**src/rtl/dump_pkg.sv**
```systemverilog
// Shared types and constants for the multi-channel sample dump sequencer:
// FSM state encoding, EEPROM SPI command suffixes and field widths.
package dump_pkg;

    localparam int CH_W   = 2;
    localparam int GAIN_W = 3;

    localparam logic [8:0] CMD_RD_GAIN = 9'h100;
    localparam logic [8:0] CMD_RD_OFF  = 9'h000;

    typedef enum logic [3:0] {
        IDLE      = 4'd0,
        RD_GAIN   = 4'd1,
        RD_OFFSET = 4'd2,
        RD_JUNK   = 4'd3,
        EE_WAIT   = 4'd4,
        UART_SEND = 4'd5,
        INC       = 4'd6,
        CHECK     = 4'd7,
        DONE      = 4'd8
    } state_t;

    // SPI command word: {2'b00, channel, gain code, 9-bit command}.
    function automatic logic [15:0] spi_word(input logic [CH_W-1:0]   ch,
                                             input logic [GAIN_W-1:0] gain,
                                             input logic [8:0]        cmd);
        return {2'b00, ch, gain, cmd};
    endfunction

endpackage

```
**src/rtl/dump_gain_mux.sv**
```systemverilog
// NUM_CH-way selector for the packed AFE gain codes; channels outside
// 0..NUM_CH-1 read as gain code 0.
module dump_gain_mux #(
    parameter int NUM_CH = 3,
    parameter int GAIN_W = 3,
    parameter int CH_W   = 2
) (
    input  logic [NUM_CH*GAIN_W-1:0] gains_i,
    input  logic [CH_W-1:0]          sel_i,
    output logic [GAIN_W-1:0]        gain_o
);

    always_comb begin
        gain_o = '0;
        for (int i = 0; i < NUM_CH; i++) begin
            if (sel_i == CH_W'(i)) begin
                gain_o = gains_i[i*GAIN_W +: GAIN_W];
            end
        end
    end

endmodule

```
**src/rtl/multi_dump_sm.sv**
```systemverilog
// Sample dump sequencer: reads gain/offset calibration from the EEPROM over SPI,
// then streams dump_len samples out of the UART. Optional abort: DUMP_ABORT_EN.
module multi_dump_sm #(
    parameter int NUM_CH = 3,
    parameter int ADDR_W = 8,
    parameter int GAIN_W = 3
) (
    input  logic                         clk,
    input  logic                         rst,
    input  logic                         start_dump,
    input  logic [dump_pkg::CH_W-1:0]    channel,
    input  logic [ADDR_W-1:0]            addr,
    input  logic [ADDR_W-1:0]            dump_len,
    input  logic [NUM_CH*GAIN_W-1:0]     afe_gain,
    input  logic                         spi_rdy,
    input  logic                         uart_rdy,
`ifdef DUMP_ABORT_EN
    input  logic                         abort,
`endif
    output logic                         start_spi,
    output logic [15:0]                  spi_tx_data,
    output logic                         flop_gain,
    output logic                         flop_offset,
    output logic                         start_uart_resp,
    output logic                         inc_addr,
    output logic [dump_pkg::CH_W-1:0]    ch_sel,
    output logic                         busy,
    output logic                         dump_done,
    output logic                         dump_err
);

    import dump_pkg::*;

    localparam int CNT_W = ADDR_W + 1;
    localparam logic [2:0] NUM_CH_L = 3'(NUM_CH);

    state_t              state_q;
    logic [CNT_W-1:0]    cnt_q;
    logic [CH_W-1:0]     ch_sel_q;
    logic                start_spi_q;
    logic [15:0]         spi_tx_data_q;
    logic                flop_gain_q;
    logic                flop_offset_q;
    logic                start_uart_q;
    logic                inc_addr_q;
    logic                dump_done_q;
    logic                dump_err_q;

    logic [CNT_W-1:0]    len_d;
    logic                ch_ok_d;
    logic [GAIN_W-1:0]   gain_sel;
    logic                abort_hit;

    // The RAM pointer is owned by the reader; the sequencer only advances it.
    logic unused_addr;
    assign unused_addr = ^addr;

    dump_gain_mux #(
        .NUM_CH (NUM_CH),
        .GAIN_W (GAIN_W),
        .CH_W   (CH_W)
    ) u_gain_mux (
        .gains_i (afe_gain),
        .sel_i   (ch_sel_q),
        .gain_o  (gain_sel)
    );

    assign len_d   = (dump_len == '0) ? {1'b1, {ADDR_W{1'b0}}} : {1'b0, dump_len};
    assign ch_ok_d = ({1'b0, channel} < NUM_CH_L);

`ifdef DUMP_ABORT_EN
    // DONE is excluded so a held abort cannot starve the final handshake.
    assign abort_hit = abort && (state_q != IDLE) && (state_q != DONE);
`else
    assign abort_hit = 1'b0;
`endif

    always_ff @(posedge clk) begin
        start_spi_q   <= 1'b0;
        spi_tx_data_q <= 16'h0000;
        flop_gain_q   <= 1'b0;
        flop_offset_q <= 1'b0;
        start_uart_q  <= 1'b0;
        inc_addr_q    <= 1'b0;
        dump_done_q   <= 1'b0;
        dump_err_q    <= 1'b0;
        if (rst) begin
            state_q  <= IDLE;
            cnt_q    <= '0;
            ch_sel_q <= '0;
        end else if (abort_hit) begin
            state_q <= DONE;
        end else begin
            case (state_q)
                IDLE: begin
                    if (start_dump) begin
                        if (ch_ok_d) begin
                            ch_sel_q <= channel;
                            cnt_q    <= len_d;
                            state_q  <= RD_GAIN;
                        end else begin
                            dump_err_q <= 1'b1;
                        end
                    end
                end
                RD_GAIN: begin
                    start_spi_q   <= 1'b1;
                    spi_tx_data_q <= spi_word(ch_sel_q, gain_sel, CMD_RD_GAIN);
                    state_q       <= RD_OFFSET;
                end
                RD_OFFSET: begin
                    if (spi_rdy) begin
                        start_spi_q   <= 1'b1;
                        spi_tx_data_q <= spi_word(ch_sel_q, gain_sel, CMD_RD_OFF);
                        state_q       <= RD_JUNK;
                    end
                end
                // Gain data returns during the offset command; the junk
                // transfer clocks the offset data back in.
                RD_JUNK: begin
                    if (spi_rdy) begin
                        flop_gain_q   <= 1'b1;
                        start_spi_q   <= 1'b1;
                        spi_tx_data_q <= spi_word(ch_sel_q, gain_sel, CMD_RD_OFF);
                        state_q       <= EE_WAIT;
                    end
                end
                EE_WAIT: begin
                    if (spi_rdy) begin
                        flop_offset_q <= 1'b1;
                        state_q       <= UART_SEND;
                    end
                end
                UART_SEND: begin
                    if (uart_rdy) begin
                        start_uart_q <= 1'b1;
                        state_q      <= INC;
                    end
                end
                INC: begin
                    inc_addr_q <= 1'b1;
                    cnt_q      <= cnt_q - CNT_W'(1);
                    state_q    <= CHECK;
                end
                CHECK: begin
                    state_q <= (cnt_q == '0) ? DONE : UART_SEND;
                end
                DONE: begin
                    if (uart_rdy) begin
                        dump_done_q <= 1'b1;
                        state_q     <= IDLE;
                    end
                end
                default: state_q <= IDLE;
            endcase
        end
    end

    assign start_spi       = start_spi_q;
    assign spi_tx_data     = spi_tx_data_q;
    assign flop_gain       = flop_gain_q;
    assign flop_offset     = flop_offset_q;
    assign start_uart_resp = start_uart_q;
    assign inc_addr        = inc_addr_q;
    assign ch_sel          = ch_sel_q;
    assign busy            = (state_q != IDLE);
    assign dump_done       = dump_done_q;
    assign dump_err        = dump_err_q;

endmodule

```
**config.mk**
```make
export PLATFORM = sky130hd
export DESIGN_NAME = multi_dump_sm
export DESIGN_NICKNAME = d
export VERILOG_FILES = /design/src/rtl/dump_pkg.sv /design/src/rtl/dump_gain_mux.sv /design/src/rtl/multi_dump_sm.sv
export SDC_FILE = /design/constraint.sdc
export NUM_CORES = 1
export LEC_CHECK = 0
export ABC_CLOCK_PERIOD_IN_PS = 2500
export BUFFER_PORTS_ARGS = -buffer_cell sky130_fd_sc_hd__buf_2
export CAP_MARGIN = 20
export CORE_ASPECT_RATIO = 1.4
export CORE_MARGIN = 1.5
export CORE_UTILIZATION = 40
export DETAILED_ROUTE_END_ITERATION = 12
export PLACE_DENSITY = 0.66
export SYNTH_ARGS = -nofsm -noshare
export SYNTH_HDL_FRONTEND = slang
export SYNTH_HIERARCHICAL = 1
export SYNTH_SLANG_ARGS = --single-unit
```
**constraint.sdc**
```tcl
create_clock -name clk -period 2.5 [get_ports clk]
set_input_delay 0.75 -clock clk [delete_from_list [all_inputs] [get_ports clk]]
set_output_delay 0.75 -clock clk [all_outputs]
set_load 0.02 [all_outputs]
```
==> Word level (Yosys, flattened, before mapping) <==
Cells that the tools add are included.
{ "word_totals": {"ff_bits": 38, "latchBits": 0, "ramBits": 0, "rom_bits": 0, "inputBits": 32, "out_inout_bits": 26, "elab_cells": 74, "n_memories": 0} }
{ "classes": {"addsub": 1, "mul": 0, "div": 0, "order_cmp": 1, "eq_ne": 17, "shift": 0, "n_mux": 23, "bitwise": 6, "n_reduce_logical": 15} }
{ "ops": {"columns": ["cell", "n"], "rows": [
  ["$pmux 4 s9", 1],
  ["$mux 4", 8],
  ["$pmux 14 s2", 1],
  ["$mux 9", 3],
  ["$pmux 9 s2", 1],
  ["$eq 4x3->1 const B", 4],
  ["$mux 14", 1],
  ["$ne 2x2->1 const B", 7],
  ["$reduce_or 2->1", 5],
  ["$logic_not 9->1", 1],
  ["$mux 3", 3],
  ["$sub 9x1->9 const B", 1],
  ["$eq 4x2->1 const B", 2],
  ["$logic_not 8->1", 1],
  ["$reduce_and 7->1", 1],
  ["$not 1->1", 6],
  ["$reduce_and 3->1", 2],
  ["$eq 4x1->1 const B", 1],
  ["$eq 4x4->1 const B", 1],
  ["$logic_not 4->1", 1],
  ["$mux 1", 4],
  ["$reduce_bool 4->1", 1],
  ["$reduce_or 3->1", 1],
  ["$eq 2x1->1 const B", 1],
  ["5 further kinds", 5]
]} }

==> Depth between registers and ports, before layout <==
Gate-level depths: netlist of run 1.
{ "depth": {"word_depth": 6, "ltp_mapped": 6, "ltp_nobuf": 6} }

==> Cells and area by module <==
Netlist of run 1, hierarchy kept.
{ "by_module_without_submodules": {"columns": ["mod", "instances", "cells_per_inst", "area_each_um2"], "rows": [
  ["multi_dump_sm", 1, 151, 1338.8],
  ["dump_gain_mux", 1, 7, 62.6]
]} }

==> Worst setup path before layout of run 1 <==
No wires, ideal clock.
{ "synth_path": {"path_kind": "input to register", "start": "in start_dump", "end": "reg cnt_q[5]", "arrival_ns": 1.600, "required_ns": 2.368, "path_slack_ns": 0.768, "cell_stages": 5, "n_path_buf": 1, "cell_sequence": "a21bo_2 or2_2 buf_2 o311ai_0 a21oi_1"} }
{ "synth_between": {"elab_chain_len": 2} }
{ "synth_rtl": {"columns": ["element", "line_no", "source"], "rows": [
  ["start, declared", "multi_dump_sm.sv:10", "input logic start_dump,"],
  ["$ne 2x2->1 (no line)", null, null],
  ["$reduce_and 3->1 (no line)", null, null],
  ["end signal, assigned", "multi_dump_sm.sv:99", "cnt_q <= len_d;"],
  ["end signal, assigned", "multi_dump_sm.sv:142", "cnt_q <= cnt_q - CNT_W'(1);"],
  ["end, declared", "multi_dump_sm.sv:38", "logic [CNT_W-1:0] cnt_q;"]
]} }
No other way between the ends.
A chain may end at the register's enable or synchronous reset.

==> Worst setup path in the final report of run 1 <==
{ "layout_path": {"start": "reg state_q[2]", "end": "out busy"} }
{ "layout_between": {"elab_chain_len": 1} }
{ "layout_rtl": {"columns": ["element", "line_no", "source"], "rows": [
  ["start, declared", "multi_dump_sm.sv:37", "state_t state_q;"],
  ["start signal, assigned", "multi_dump_sm.sv:146", "state_q <= (cnt_q == '0) ? DONE : UART_SEND;"],
  ["$reduce_bool 4->1", "multi_dump_sm.sv:166", "assign busy = (state_q != IDLE);"],
  ["end, declared", "multi_dump_sm.sv:27", "output logic busy,"]
]} }
No other way between the ends.

==> summary.txt, run 1 <==
Run status
  – Status: complete, no violations

Placement
  – IO Port Bufs: 39
  – HPWL Detailed: 2320 um
  – Post-DP Area: 1580 um2
  – DP Cell Count: 230
  – GPL Wtd Cong: 0.785

Final layout
  – Antenna diodes: 0
  – Area growth, synth to finish: 17.7%
  – Final Instance Count excl. Fillers: 234
  – # fillers: 338
  – Reg area: 561 um2
  – Area of the multi-input gates: 749 um2
  – Layout cells sized above 1: 0.273
  – Layout Cell Area excl Fill: 1650 um2
  – Nets: 228

Synthesis
  – Post-synth ARST share: 0
  – Synth Area in Adders: 0.00893
  – Area leader, netlist: dfxtp_1
  – Sequential share of the synthesized area: 0.400
  – Yosys cell types: 43
  – Mean Syn Cell Area: 8.87 um2
  – Synth Flop Type: dfxtp_1
  – YS warnings: 6
  – Xor/xnor share of the synthesized area: 0
  – Top cells by area, synth: dfxtp_1, buf_4, a21oi_1, mux2i_1, nand2_1
  – Post-Syn Instances: 158
  – Post-synth EDFFs: 0
  – Mux cell area share after synthesis: 0.0429
  – Post-synthesis register bit count: 28
  – Simple-Gate Fraction of Synth Area: 0.273
  – Compound-Gate Fraction of Synth Area: 0.183
  – Top-area cell type share of the netlist area: 0.400
  – Most numerous cell in the Yosys netlist: dfxtp_1
  – Largest family of logic cells by synthesized area: simple AND/OR/NAND/NOR gates
  – Synthesized area: 1400 um2
  – Post-synth top cells: dfxtp_1, nand2_1, a21oi_1, buf_4

STA
  – RSZ-0062 raised after global routing: no
  – Max Freq: 446 MHz
  – Final Max Slew Viols: 0
  – Post-route setup TNS: 0 ns
  – Setup-failing EPs final: 0
  – Fin. Hold Viols: 0
  – Minimum clock period: 2.24 ns
  – Clock Skew: 0.00493 ns
  – Tcrit/Tclk final: 0.898

Worst setup path
  – Critical Path End Type: output pin
  – CP max FO: 12
  – CP Depth: 2
  – Crit path DAT: 1.49 ns
  – Reg-to-Reg End: cnt_q[6]$_SDFFE_PP0P_
  – Crit path cell chain: or4_4 > buf_2
  – Flop2flop setup slack: 0.60 ns
  – CP max stage cell: or4_4
  – CP Buf/Inv Count: 1
  – R2R cell count: 4
  – Reg2Reg Launch Point: state_q[2]$_SDFFE_PP0P_
  – Crit path largest cell delay: 0.60 ns
  – Cell family with most CP delay: simple AND/OR/NAND/NOR gates
  – CP Class: register to output pin
  – Worst endpoint required time: 1.75 ns
  – Startpoint types: register

Floorplanning
  – # IOs: 58
  – Die Y: 73.0 um
  – Rows: 25
  – Die area: 3870 um2
  – Die W: 53.0 um
  – Total core area: 3380 um2
  – Initial Utilization: 0.415

Min path
  – HP Start: cnt_q[1]$_SDFFE_PP0P_
  – Hold Crit Endpoint: cnt_q[1]$_SDFFE_PP0P_
  – Worst hold path class: register to register
  – Hold Path Stages: 2

Routing
  – TritonRoute pass-1 iters: 4
  – Residual DRC count: 0
  – Post-DR wirelength/cell: 13.1 um
  – Via-per-instance ratio: 5.23
  – Total number of vias: 1,223
  – Initial DRC Count: 29
  – Routed WL: 3060 um
  – Post-route ant nets: 0

Clock tree
  – TritonCTS Buffers: 3
  – TritonCTS clock tree: done
  – Clock slew at reported path FFs: 0.10 ns
  – H-tree depth: 1
  – CTS resizes: 0
  – Clock insertion delay at the later pin of the skew report: 0.27 ns
  – Root Buffer: clkbuf_8
  – CTS Hold Bufs: 0
  – CTS sink cnt: 28
  – # Post-CTS Setup Buffers: 0
  – Clock buffer depth: 2

Job
  – # Max-Cap Violations: 0

Power
  – Worst vdd rail ir drop: 0.000395 V
  – Power per standard cell area: 892 nW/um2
  – LEAKAGE: 0.000688 uW

GRT
  – Total congestion overflow: 0
  – Gr usage total: 0.165
  – First-pass GRT wire length: 5050 um
  – Vias in the first global route: 1,144
  – Largest net degree at the start of global routing: 23
  – Antenna violations before repair: 0
==> cell families after synthesis <==
logic type / count (synthesis)
buf+inv: 22
simple gates: 62
compound gates: 38
flops: 28
other cells: 1
mux: 6
fa+ha+maj: 1
==> layer usage <==
layer / GRT usage / routed length [um] / share of wire / up-vias
li1: - / - / - / 625
met1: 0.211 / 1350 / 0.44 / 567
met2: 0.293 / 1580 / 0.52 / 29
met3: 0.0184 / 114 / 0.037 / 2
met4: 0.0370 / 14 / 0.0046 / 0
met5: 0 / 0 / 0 / -
==> worst max-delay path by stage <==
| stage | start | end | slack, ns |
|---|---|---|---|
| detailed placement | rst | spi_tx_data[10]$_SDFF_PP0_ | 0.49 |
| global placement | rst | spi_tx_data[12]$_SDFF_PP0_ | 0.53 |
| floorplan | start_dump | cnt_q[5]$_SDFFE_PP0P_ | 0.77 |
| global route | state_q[2]$_SDFFE_PP0P_ | busy | 0.20 |
| finish | state_q[2]$_SDFFE_PP0P_ | busy | 0.26 |
| CTS | state_q[2]$_SDFFE_PP0P_ | busy | 0.26 |
==> stage by stage <==
step / worst slack (ns) / util / hold slack [ns] / power, uW
global placement: 0.527 / 0.467 / 0.485 / 1100
finish: 0.256 / 0.488 / 0.498 / 1470
floorplan: 0.768 / - / 0.461 / 1010
global route: 0.202 / 0.488 / 0.544 / 1560
detailed placement: 0.487 / 0.467 / 0.486 / 1130
CTS: 0.255 / 0.488 / 0.499 / 1480
==> sequential cells by signal, indices dropped and copies added (netlist names) <==
signal           cells
inc_addr             1
flop_gain            1
cnt_q                9
dump_err             1
spi_tx_data          6
flop_offset          1
dump_done            1
start_spi            1
start_uart_resp      1
ch_sel               2
state_q              4
==> worst reg2reg max path, stage by stage, from the launching register on <==
cell and delay, ns:
dfxtp_1 0.44, or4_4 0.60, nor2_2 0.37, o2bb2a_1 0.28, a21oi_1 0.13
==> cells in the final DEF, fill, tap and decap left out, types with 2 or more instances in the layout <==
cell type and n:
mux2i_1 6, or4_4 2, o21ai_0 3, clkbuf_8 3, nor2b_1 3, nand2_1 15, conb_1 10, inv_1 6
nand3_1 4, o2bb2ai_1 4, a21oi_1 13, o311ai_0 3, dfxtp_1 28, a31oi_1 6, nand2b_1 5, nor2_1 5
nor3_1 4, o2bb2a_1 2, buf_2 39, nor4_1 5, o211ai_1 3, and2_1 5
==> final cells by class <==
| type | count | share of cell area |
|---|---|---|
| well taps | 40 | 0.0303 |
| flip-flops and latches | 28 | 0.340 |
| inverters | 6 | 0.0137 |
| multi-input cells | 117 | 0.454 |
| repair buffers | 39 | 0.118 |
| clock inverters | 1 | 0.0182 |
| clock buffers | 3 | 0.0250 |
==> power breakdown <==
part | internal, uW | leakage (uW) | switching [uW]
registers | 516 | 0.000228 | 101
clock network | 214 | 0.0000357 | 139
logic | 215 | 0.000424 | 284
total | 945 | 0.000688 | 525
No activity file was read; power rests on OpenSTA's default activity.
==> inputs of run 2 (changes only) <==
Settings changed: CELL_PAD_IN_SITES_DETAIL_PLACEMENT set to 0, CELL_PAD_IN_SITES_GLOBAL_PLACEMENT set to 1, CORE_UTILIZATION 40 to 36, PLACE_DENSITY 0.66 to 0.81.
==> run 2 against run 1 <==
Largest power group unchanged. Design area increased by 0.15%. Clock-buffer cell count unchanged. Critical path type unchanged. Critical path depth stayed put. Total power up 0.27%. Critical endpoint unchanged. Clock skew down 0.0031 ns. Setup slack got worse by 0.018 ns. Sequential power up 0.6%. Die area increased by 11%.
==> summary.txt, run 2 (synthesized netlist as in run 1, its figures left out) <==
Floorplanning
  – Die W: 55.7 um (+5.1%)
  – # IOs: 58 (unchanged)
  – Die area: 4280 um2 (+11%)
  – Rows: 26 (+4.0%)
  – Die Y: 76.8 um (+5.2%)
  – Total core area: 3680 um2 (+8.8%)
  – Initial Utilization: 0.381 (-0.0336)

Clock tree
  – TritonCTS clock tree: done
  – Clock buffer depth: 2 (unchanged)
  – Clock slew at reported path FFs: 0.10 ns (about the same)
  – CTS Hold Bufs: 0 (unchanged)
  – Clock insertion delay at the later pin of the skew report: 0.27 ns (about the same)
  – Root Buffer: clkbuf_8
  – TritonCTS Buffers: 3 (unchanged)
  – H-tree depth: 1 (unchanged)
  – CTS resizes: 0 (unchanged)
  – CTS sink cnt: 28 (unchanged)
  – # Post-CTS Setup Buffers: 0 (unchanged)

GRT
  – Gr usage total: 0.144 (-0.0213)
  – Vias in the first global route: 1,184 (+3.5%)
  – Largest net degree at the start of global routing: 23 (unchanged)
  – Total congestion overflow: 0 (unchanged)
  – Antenna violations before repair: 0 (unchanged)
  – First-pass GRT wire length: 5090 um (+0.83%)

Final layout
  – Commonest cells after routing, fill and taps aside: buf_2, dfxtp_1, nand2_1, a21oi_1, conb_1
  – Commonest non-fill, non-tap cell in the layout: buf_2
  – Max reg flops: 9 (unchanged)
  – Reg area: 561 um2 (unchanged)
  – Antenna diodes: 0 (unchanged)
  – Layout cells sized above 1: 0.273 (unchanged)
  – Layout Cell Area excl Fill: 1650 um2 (+0.15%)
  – Nets: 228 (unchanged)
  – Area growth, synth to finish: 17.9%
  – Biggest register: cnt_q
  – Area of the multi-input gates: 749 um2 (unchanged)
  – # fillers: 378 (+12%)

Routing
  – Residual DRC count: 0 (unchanged)
  – Total number of vias: 1,248 (+2.0%)
  – Post-route ant nets: 0 (unchanged)
  – Routed WL: 3070 um (+0.42%)
  – TritonRoute pass-1 iters: 4 (unchanged)
  – Initial DRC Count: 38 (+31%)
  – Post-DR wirelength/cell: 13.0 um (-0.43%)
  – Via-per-instance ratio: 5.29 (+1.2%)

STA
  – Fin. Hold Viols: 0 (unchanged)
  – Final Max Slew Viols: 0 (unchanged)
  – Post-route setup TNS: 0 ns (unchanged)
  – Clock Skew: 0.00179 ns (-0.00314 ns)
  – Final WS setup: 0.238 ns (-0.0177 ns)
  – Setup-failing EPs final: 0 (unchanged)
  – Worst Tran Pin Value: 0.521 ns
  – RSZ-0062 raised after global routing: no
  – Max Freq: 442 MHz (-0.78%)
  – Minimum clock period: 2.26 ns (+0.0177 ns)
  – Slew Limit Headroom: 0.650
  – Tcrit/Tclk final: 0.905 (+0.00709)

Worst setup path
  – Crit path DAT: 1.51 ns (+0.02 ns)
  – Critical Path End Type: output pin
  – Crit path cell chain: or4_4 > buf_2
  – CP max stage cell: or4_4
  – Reg-to-Reg End: cnt_q[7]$_SDFFE_PP0P_
  – Crit path launch: state_q[2]$_SDFFE_PP0P_
  – CP max FO: 12 (unchanged)
  – Startpoint types: register
  – R2R cell count: 4 (unchanged)
  – Crit path capture: busy
  – Crit path largest cell delay: 0.60 ns (about the same)
  – Worst endpoint required time: 1.75 ns (about the same)
  – Reg2Reg Launch Point: state_q[1]$_SDFFE_PP0P_
  – Flop2flop setup slack: 0.58 ns (-0.02 ns)
  – CP Class: register to output pin

Placement
  – IO Port Bufs: 39 (unchanged)
  – HPWL Detailed: 2330 um (+0.12%)
  – GPL Wtd Cong: 0.836 (+6.5%)
  – Setup slack at placement: 0.439 ns (-0.0480 ns)
  – Post-DP Area: 1580 um2 (+0.16%)

Power
  – Seq pwr share: 0.421 (about the same)
  – Worst vdd rail ir drop: 0.000437 V (+11%)
  – Sw Ratio: 0.359 (+0.00175)
  – LEAKAGE: 0.000688 uW (unchanged)
  – Power per standard cell area: 893 nW/um2 (+0.12%)
  – Cell Int Power: 945 uW (about the same)
  – Sw Pwr: 529 uW (+0.76%)
  – Clock share of power: 0.241 (about the same)
  – Logic pwr share: 0.338 (-0.002)

Job
  – # Max-Cap Violations: 0 (unchanged)

Run status
  – Status: complete, no violations

Min path
  – Worst hold path class: register to register
-- run 2: worst min-delay path by stage --
| stage | startpoint | to | slack, ns | cells past startpoint |
|---|---|---|---|---|
| after detailed placement | cnt_q[1]$_SDFFE_PP0P_ | cnt_q[1]$_SDFFE_PP0P_ | 0.49 | 2 |
| final | cnt_q[1]$_SDFFE_PP0P_ | cnt_q[1]$_SDFFE_PP0P_ | 0.50 | 2 |
| after global placement | cnt_q[1]$_SDFFE_PP0P_ | cnt_q[1]$_SDFFE_PP0P_ | 0.48 | 2 |
| after global routing | cnt_q[1]$_SDFFE_PP0P_ | cnt_q[1]$_SDFFE_PP0P_ | 0.55 | 2 |
| after floorplan | cnt_q[1]$_SDFFE_PP0P_ | cnt_q[1]$_SDFFE_PP0P_ | 0.46 | 2 |
| after CTS | cnt_q[1]$_SDFFE_PP0P_ | cnt_q[1]$_SDFFE_PP0P_ | 0.50 | 2 |
-- run 2: critical path, delay by kind of cell, from the launching register on --
| family | cells | cell delay [ns] |
|---|---|---|
| buf+inv | 1 | 0.18 |
| flops | 1 | 0.46 |
| simple gates | 1 | 0.60 |
-- run 2: power by group through the flow --
stage	Sequential, uW	Clock, uW	Combinational, uW
2_1_floorplan	608	0	399
3_3_place_gp	624	0	488
3_5_place_dp	627	0	501
4_1_cts	618	369	502
5_1_grt	633	385	555
6_report	621	356	498
-- run 2: final cells by class --
cell class	instances	area share
Clock buffer	3	0.0250
Clock inverter	1	0.0182
Inverter	6	0.0136
Multi-Input combinational cell	117	0.454
Sequential cell	28	0.339
Tap cell	42	0.0318
Timing Repair Buffer	39	0.118
-- run 2: routing by layer --
metal | part of all wire | routed length, um | vias up | global-route usage
li1 | - | - | 629 | -
met1 | 0.43 | 1330 | 595 | 0.168
met3 | 0.033 | 100 | 2 | 0.0236
met2 | 0.53 | 1620 | 22 | 0.268
met4 | 0.0055 | 17 | 0 | 0.0366
met5 | 0 | 0 | - | 0
-- run 2: metrics by stage --
| step | cells | utilization | hold slack, ns | power (uW) |
|---|---|---|---|---|
| 2_1_floorplan | 167 | - | 0.461 | 1010 |
| 3_3_place_gp | 232 | 0.430 | 0.480 | 1110 |
| 6_report | 236 | 0.449 | 0.501 | 1470 |
| 3_5_place_dp | 232 | 0.430 | 0.489 | 1130 |
| 4_1_cts | 236 | 0.449 | 0.502 | 1490 |
| 5_1_grt | 236 | 0.449 | 0.549 | 1570 |
==> inputs of run 3 (changes only) <==
Settings changed: CELL_PAD_IN_SITES_DETAIL_PLACEMENT 0 to not set, CELL_PAD_IN_SITES_GLOBAL_PLACEMENT 1 to not set, CORE_ASPECT_RATIO 1.4 to 0.7, CORE_UTILIZATION 36 to 51, PLACE_DENSITY 0.81 to 0.82.
==> run 3 against run 2 <==
Sequential power about the same. Hold slack better by 0.0037 ns. Fmax grew 0.26%. Critical path type unchanged.
==> summary.txt, run 3 (synthesized netlist as in run 1, its figures left out) <==
Final layout
  – Commonest cells after routing, fill and taps aside: buf_2, dfxtp_1, nand2_1, a21oi_1, conb_1
  – Fin util: 0.648 (+0.199)
  – Area growth, synth to finish: 17.1%
  – Nets: 228 (unchanged)
  – Biggest register: cnt_q
  – Layout cells sized above 1: 0.273 (unchanged)
  – Final Instance Count excl. Fillers: 228 (-3.4%)
  – Commonest non-fill, non-tap cell in the layout: buf_2
  – Max reg flops: 9 (unchanged)
  – Antenna diodes: 0 (unchanged)

Routing
  – Routed WL: 3110 um (+1.3%)
  – Post-DR wirelength/cell: 13.6 um (+4.8%)
  – Residual DRC count: 0 (unchanged)
  – Via-per-instance ratio: 5.64 (+6.7%)
  – Post-route ant nets: 0 (unchanged)
  – Total number of vias: 1,286 (+3.0%)
  – TritonRoute pass-1 iters: 4 (unchanged)
  – Initial DRC Count: 38 (unchanged)

Power
  – Power per standard cell area: 901 nW/um2 (+0.89%)
  – LEAKAGE: 0.000688 uW (unchanged)
  – Worst vdd rail ir drop: 0.000419 V (-4.2%)
  – Total power: 1480 uW (+0.28%)

Worst setup path
  – CP Depth: 2 (unchanged)
  – Reg-to-Reg End: cnt_q[8]$_SDFFE_PP0P_
  – CP max FO: 12 (unchanged)
  – Worst endpoint required time: 1.75 ns (about the same)
  – Reg2Reg Launch Point: state_q[1]$_SDFFE_PP0P_
  – Crit path cell chain: or4_4 > buf_2
  – CP max stage cell: or4_4
  – Crit path capture: busy
  – Critical Path End Type: output pin
  – Flop2flop setup slack: 0.59 ns (about the same)
  – Crit path launch: state_q[2]$_SDFFE_PP0P_
  – R2R cell count: 4 (unchanged)
  – Crit path DAT: 1.51 ns (about the same)
  – CP Class: register to output pin
  – Startpoint types: register
  – CP Buf/Inv Count: 1 (unchanged)
  – Crit path largest cell delay: 0.60 ns (about the same)
  – Cell family with most CP delay: simple AND/OR/NAND/NOR gates

Clock tree
  – CTS resizes: 0 (unchanged)
  – Clock buffer depth: 2 (unchanged)
  – CTS sink cnt: 28 (unchanged)
  – TritonCTS clock tree: done
  – Root Buffer: clkbuf_8
  – Clock slew at reported path FFs: 0.09 ns (about the same)
  – # Post-CTS Setup Buffers: 0 (unchanged)
  – Clock insertion delay at the later pin of the skew report: 0.27 ns (about the same)
  – H-tree depth: 1 (unchanged)
  – CTS Hold Bufs: 0 (unchanged)
  – TritonCTS Buffers: 3 (unchanged)

GRT
  – Total congestion overflow: 0 (unchanged)
  – Antenna violations before repair: 0 (unchanged)
  – Vias in the first global route: 1,097 (-7.3%)
  – Gr usage total: 0.199 (+0.0547)
  – First-pass GRT wire length: 4600 um (-9.8%)
  – Largest net degree at the start of global routing: 23 (unchanged)

Job
  – # Max-Cap Violations: 0 (unchanged)

STA
  – Setup-failing EPs final: 0 (unchanged)
  – Max Freq: 443 MHz (+0.26%)
  – Fin. Hold Viols: 0 (unchanged)
  – Clock Skew: 0.00449 ns (+0.00270 ns)
  – Minimum clock period: 2.26 ns (-0.00588 ns)
  – Tcrit/Tclk final: 0.902 (-0.00235)
  – Post-route setup TNS: 0 ns (unchanged)
  – RSZ-0062 raised after global routing: no
  – Final Max Slew Viols: 0 (unchanged)

Floorplanning
  – # IOs: 58 (unchanged)
  – Initial Utilization: 0.553 (+0.172)
  – Total core area: 2530 um2 (-31%)
  – Die W: 65.7 um (+18%)
  – Die area: 3080 um2 (-28%)
  – Rows: 15 (-42%)
  – Die Y: 46.9 um (-39%)

Placement
  – GPL Wtd Cong: 0.913 (+9.1%)
  – IO Port Bufs: 39 (unchanged)
  – DP Cell Count: 224 (-3.4%)
  – HPWL Detailed: 2210 um (-5.0%)

Min path
  – Worst hold path class: register to register

Run status
  – Status: complete, no violations
run 3: cell counts in the layout (fill, tap and decap cells not counted):
No cell type changed its count.
run 3: worst reg2reg max path, delay by kind of cell (launching register included):
kind / cells / cell delay (ns)
flops: 1 / 0.61
compound gates: 1 / 0.18
simple gates: 3 / 1.04
run 3: per-layer routing:
metal,part of all wire,global-route usage,up-vias
met1,0.42,0.231,583
met5,0,0,-
li1,-,-,632
met2,0.48,0.362,65
met3,0.087,0.0600,6
met4,0.013,0.0667,0
run 3: how the worst min path moves through the flow:
stage	from	to	slack [ns]	cells after the start
after floorplan	cnt_q[1]$_SDFFE_PP0P_	cnt_q[1]$_SDFFE_PP0P_	0.46	2
after global placement	cnt_q[1]$_SDFFE_PP0P_	cnt_q[1]$_SDFFE_PP0P_	0.48	2
after detailed placement	cnt_q[1]$_SDFFE_PP0P_	cnt_q[1]$_SDFFE_PP0P_	0.49	2
after CTS	cnt_q[1]$_SDFFE_PP0P_	cnt_q[1]$_SDFFE_PP0P_	0.50	2
after global routing	cnt_q[1]$_SDFFE_PP0P_	cnt_q[1]$_SDFFE_PP0P_	0.52	2
final	cnt_q[1]$_SDFFE_PP0P_	cnt_q[1]$_SDFFE_PP0P_	0.51	2
run 3: stage by stage:
stage	setup slack [ns]	hold WS, ns	area (um2)
finish	0.244	0.505	1640
global route	0.204	0.523	1640
CTS	0.253	0.499	1640
detailed placement	0.485	0.486	1570
global placement	0.535	0.477	1570
floorplan	0.768	0.461	1440
run 3: final cells by class:
| type | instances | area [um2] |
|---|---|---|
| Fill cell | 200 | 892 |
| Multi-Input combinational cell | 117 | 749 |
| Clock buffer | 3 | 41.3 |
| Inverter | 6 | 22.5 |
| Clock inverter | 1 | 30.0 |
| Sequential cell | 28 | 561 |
| Timing Repair Buffer | 39 | 195 |
| Tap cell | 34 | 42.5 |
run 3: report_power, final:
group | internal (uW) | switching (uW) | leakage, uW
Clock | 214 | 138 | 0.0000357
Sequential | 516 | 104 | 0.000228
Combinational | 216 | 290 | 0.000424
Total | 946 | 532 | 0.000688
